**config.mk**
```make
export PLATFORM = sky130hd
export DESIGN_NAME = frequency_meter
export DESIGN_NICKNAME = d
export VERILOG_FILES = /design/src/rtl/frequency_meter.sv
export SDC_FILE = /design/constraint.sdc
export NUM_CORES = 1
export LEC_CHECK = 0
export CORE_MARGIN = 2
export CORE_UTILIZATION = 50
export CTS_CLUSTER_DIAMETER = 60
export CTS_CLUSTER_SIZE = 28
export DETAILED_ROUTE_END_ITERATION = 16
export GPL_ROUTABILITY_DRIVEN = 1
export PLACE_DENSITY_LB_ADDON = 0.3
export REMOVE_ABC_BUFFERS = 1
export SYNTH_ARGS = -nofsm -noshare
export SYNTH_HDL_FRONTEND = slang
export SYNTH_SLANG_ARGS = --single-unit
```
**constraint.sdc**
```tcl
create_clock -name clock_in -period 7.6 [get_ports clock_in]
set_clock_uncertainty 0.1 [all_clocks]
set_input_delay 1.52 -clock clock_in [delete_from_list [all_inputs] [get_ports clock_in]]
set_output_delay 1.52 -clock clock_in [all_outputs]
set_load 0.005 [all_outputs]
```
**src/rtl/frequency_meter.sv**
```systemverilog
// Measures period and high time of signal_in in clock_in cycles, rise to rise.
// A watchdog flags a missing or stalled signal and restarts the measurement.
module frequency_meter #(
    parameter int unsigned      WIDTH   = 28,
    parameter logic [WIDTH-1:0] TIMEOUT = 28'd100000000
) (
    input  logic             clock_in,
    input  logic             reset,
    input  logic             signal_in,
    output logic [WIDTH-1:0] period_out,
    output logic [WIDTH-1:0] high_out,
    output logic             period_valid,
    output logic             timeout
);

    typedef enum logic [1:0] {
        WAIT_LOW = 2'd0,
        ARM      = 2'd1,
        MEASURE  = 2'd2
    } state_t;

    localparam logic [WIDTH-1:0] ONE          = WIDTH'(1);
    localparam logic [WIDTH-1:0] TIMEOUT_LAST = TIMEOUT - ONE;

    logic             s1_r;
    logic             s2_r;
    logic             s3_r;
    logic [1:0]       prime_r;
    state_t           state_r;
    logic [WIDTH-1:0] cnt_r;
    logic [WIDTH-1:0] hcnt_r;

    state_t           state_s;
    logic [WIDTH-1:0] cnt_s;
    logic [WIDTH-1:0] hcnt_s;
    logic [WIDTH-1:0] period_s;
    logic [WIDTH-1:0] high_s;
    logic             valid_s;
    logic             timeout_s;
    logic             rise_s;
    logic             prime_done_s;

    assign rise_s       = s2_r & ~s3_r;
    // s2 only carries real input data two cycles after reset; before that a
    // reset-cleared 0 must not be mistaken for a genuine low level.
    assign prime_done_s = (prime_r == 2'd2);

    // Synchronizer, edge-detect flop and post-reset priming counter.
    always_ff @(posedge clock_in) begin
        if (reset) begin
            s1_r    <= 1'b0;
            s2_r    <= 1'b0;
            s3_r    <= 1'b0;
            prime_r <= 2'd0;
        end else begin
            s1_r <= signal_in;
            s2_r <= s1_r;
            s3_r <= s2_r;
            if (prime_done_s) begin
                prime_r <= prime_r;
            end else begin
                prime_r <= prime_r + 2'd1;
            end
        end
    end

    // Next-state, counter and output-register logic of the measurement FSM.
    always_comb begin
        state_s   = state_r;
        cnt_s     = cnt_r;
        hcnt_s    = hcnt_r;
        period_s  = period_out;
        high_s    = high_out;
        valid_s   = 1'b0;
        timeout_s = timeout;
        case (state_r)
            WAIT_LOW: begin
                if (!s2_r && prime_done_s) begin
                    state_s = ARM;
                end else begin
                    state_s = WAIT_LOW;
                end
            end
            ARM: begin
                if (rise_s) begin
                    state_s = MEASURE;
                    cnt_s   = ONE;
                    hcnt_s  = ONE;
                end else begin
                    state_s = ARM;
                end
            end
            MEASURE: begin
                if (rise_s) begin
                    period_s  = cnt_r;
                    high_s    = hcnt_r;
                    valid_s   = 1'b1;
                    timeout_s = 1'b0;
                    cnt_s     = ONE;
                    hcnt_s    = ONE;
                    state_s   = MEASURE;
                end else if (cnt_r == TIMEOUT_LAST) begin
                    timeout_s = 1'b1;
                    state_s   = WAIT_LOW;
                end else begin
                    cnt_s = cnt_r + ONE;
                    if (s2_r) begin
                        hcnt_s = hcnt_r + ONE;
                    end else begin
                        hcnt_s = hcnt_r;
                    end
                end
            end
            default: begin
                state_s   = WAIT_LOW;
                cnt_s     = '0;
                hcnt_s    = '0;
                timeout_s = 1'b1;
            end
        endcase
    end

    // State, counters and registered outputs.
    always_ff @(posedge clock_in) begin
        if (reset) begin
            state_r      <= WAIT_LOW;
            cnt_r        <= '0;
            hcnt_r       <= '0;
            period_out   <= '0;
            high_out     <= '0;
            period_valid <= 1'b0;
            timeout      <= 1'b1;
        end else begin
            state_r      <= state_s;
            cnt_r        <= cnt_s;
            hcnt_r       <= hcnt_s;
            period_out   <= period_s;
            high_out     <= high_s;
            period_valid <= valid_s;
            timeout      <= timeout_s;
        end
    end

endmodule
```
==> flow_metrics.env <==
export IMPL_status="finished, final reports clean"
export IMPL_clock_tree_root_cell="clkbuf_8"
export IMPL_core_um2=10300
export IMPL_wl_per_cell_um=14.7
export IMPL_start_util_pct=51.7
export IMPL_avgSynthCellArea_um2=7.70
export IMPL_io_buffers=60
export IMPL_cts_tree="done"
export IMPL_cts_resized=0
export IMPL_cts_setup_buffers=0
export IMPL_synth_main_ff_cell="dfxtp_1"
export IMPL_r2r_slack_ns=3.52
export IMPL_r2r_worst_path_cells=7
export IMPL_cp_end_kind="register"
export IMPL_cts_sinks=121
export IMPL_first_global_vias=4671
export IMPL_final_common_cell="nand2_1"
export IMPL_nets=742
export IMPL_worst_ep_arrival_time_ns=4.40
export IMPL_fin_crit_ns=4.08
export IMPL_synth_area_um2=5330
export IMPL_hold_viol=0
export IMPL_crit_path_start_kind="register"
export IMPL_clk_pin_slew_ns=0.06
export IMPL_hold_path_class="register to register"
export IMPL_setup_viol=0
export IMPL_num_rows=37
export IMPL_hold_buffers=0
export IMPL_p_leak_nw=2.12
export IMPL_gp_congestion=0.857
export IMPL_grtUsageTotal_pct=23.1
export IMPL_async_flop_share_pct=0
export IMPL_slew_headroom_pct=17.6
export IMPL_h_tree_depth=4
export IMPL_grt_pass1_wl_um=21600
export IMPL_p_total_mw=1.56
export IMPL_clock_latency_ns=0.52
export IMPL_worstMarginPinSlew_ns=1.23
export IMPL_grt_start_max_net_pins=100
export IMPL_drt_iter0_drc=348
export IMPL_yosys_warnings=0
export IMPL_route_detailed_drc=0
export IMPL_critPathRequiredTime_ns=7.93
export IMPL_diodes=0
export IMPL_placed_cell_area_um2=5960
export IMPL_vias=5146
export IMPL_drtPass1Iterations=5
export IMPL_die_area_um2=11500
export IMPL_fmax_mhz=245
export IMPL_placed_cells=849
export IMPL_slew_violations=0
export IMPL_cts_path_max_buffers=2
export IMPL_peakVddDrop_mv=0.131
export IMPL_routed_wl_um=13000
export IMPL_cts_buffers=17
export IMPL_most_common_layout_cells="nand2_1 (148), dfxtp_1 (121), a21oi_1 (102)"
export IMPL_crit_chain="inv_1 > ha_1 > and3_1 > nand2b_1 > nor3b_1 > nand2_1 > o31ai_1"
export IMPL_die_w_um=107
export IMPL_p_per_area_nw_per_um2=238
export IMPL_final_layout_size_suffix_gt1_share_pct=5.64
export IMPL_critPathSlowestCell="nor3b_1"
export IMPL_overflow=0
export IMPL_ys_seq_area_share_pct=45.4
export IMPL_fin_area_um2=6570
export IMPL_die_y_um=107
export IMPL_worstSetupPathType="register to register"
export IMPL_synth_cells=693
export IMPL_final_period_utilization_pct=53.6
export IMPL_stdcell_count=881
export IMPL_route_antenna_remaining_nets=0
export IMPL_grt_setup_unrepaired="no"
export IMPL_synth_edf_count=0
export IMPL_area_delta_synth_final_pct=23.2
export IMPL_dp_hpwl_um=8200
export IMPL_pin_count=61
export IMPL_cap_violations=0
export IMPL_synth_distinct_cells=42
export IMPL_viasPerCell=5.84
export IMPL_tns_ns=0
export IMPL_cp_max_fo=23
export IMPL_synth_seq_cells=121
export IMPL_holdPathStages=1
export IMPL_max_stage_delay_ns=1.18
export IMPL_antenna_found_initial=0
## power by group
group	internal [mW]	switching (mW)
combinational	0.0271	0.0650
clock	0.539	0.285
sequential	0.642	0.00534
total	1.21	0.355
## flip-flops by register name (all words and copies together), names as in the netlist
signal / cells
state_r: 2
s1_r: 1
period_valid: 1
timeout: 1
s2_r: 1
high_out: 28
period_out: 28
hcnt_r: 28
prime_r: 2
s3_r: 1
cnt_r: 28
## synth_stat cells, drive strengths merged (6+ instances only)
| master | n | area share, % |
|---|---|---|
| ha | 7 | 1.6 |
| o21ai | 56 | 5.3 |
| nand3b | 7 | 1.1 |
| nand2 | 148 | 10 |
| inv | 10 | 0.70 |
| clkbuf | 39 | 2.7 |
| a31oi | 15 | 1.8 |
| and3 | 15 | 1.8 |
| nand4 | 16 | 1.9 |
| nor2 | 42 | 3.0 |
| and2 | 6 | 0.70 |
| o31ai | 10 | 1.4 |
| a311oi | 8 | 1.3 |
| or3 | 7 | 0.82 |
| nor3 | 9 | 0.84 |
| dfxtp | 121 | 45 |
| nand3 | 25 | 2.3 |
| a21oi | 102 | 9.6 |
## routing by layer
| layer | vias up | GRT usage (%) | part of all wire [%] |
|---|---|---|---|
| met2 | 159 | 36.6 | 47 |
| met3 | 28 | 5.75 | 5.3 |
| met4 | 0 | 9.74 | 1.7 |
| met1 | 2423 | 30.0 | 46 |
| li1 | 2536 | - | - |
| met5 | - | 0 | 0 |
## metrics by stage
stage | setup WS, ns | util [%] | hold slack, ns
final | 3.52 | 63.7 | 0.343
after global placement | 3.75 | 57.8 | 0.323
after CTS | 3.61 | 63.7 | 0.346
after global routing | 3.26 | 63.7 | 0.369
after floorplan | 4.36 | - | 0.314
after detailed placement | 3.48 | 57.8 | 0.328
## worst max-delay path, delay by kind of cell, from the launching register on
kind	cells	cell delay [ns]
adders and majority gates	1	0.34
and+or+nand+nor	4	2.74
AOI/OAI and AO/OA	1	0.32
DFF	1	0.38
buffers and inverters	1	0.08
## path summary, 6_finish.rpt
kind	endpoint	from
worst max-delay path	cnt_r[24]	state_r[0]
worst min-delay path	s2_r	s1_r
worst max register to register	cnt_r[24]	state_r[0]
worst min register to register	s2_r	s1_r
## area by class of cell
cell class	count	area, um^2
inverter	10	37.5
tap	136	170
fill	887	3750
timing repair buffer	62	611
sequential	121	2420
clock inverter	12	174
multi-input combinational	520	2720
clock buffer	20	435
## logic make-up after synthesis
logic type      Yosys count  share of synthesized area [%]
compound gates          198                           20.3
xor+xnor                  1                          0.164
fa+ha+maj                 7                           1.64
buf+inv                  52                           3.71
flops                   121                           45.4
mux                       1                          0.188
simple gates            313                           28.5
(Power assumes the default switching activity.)
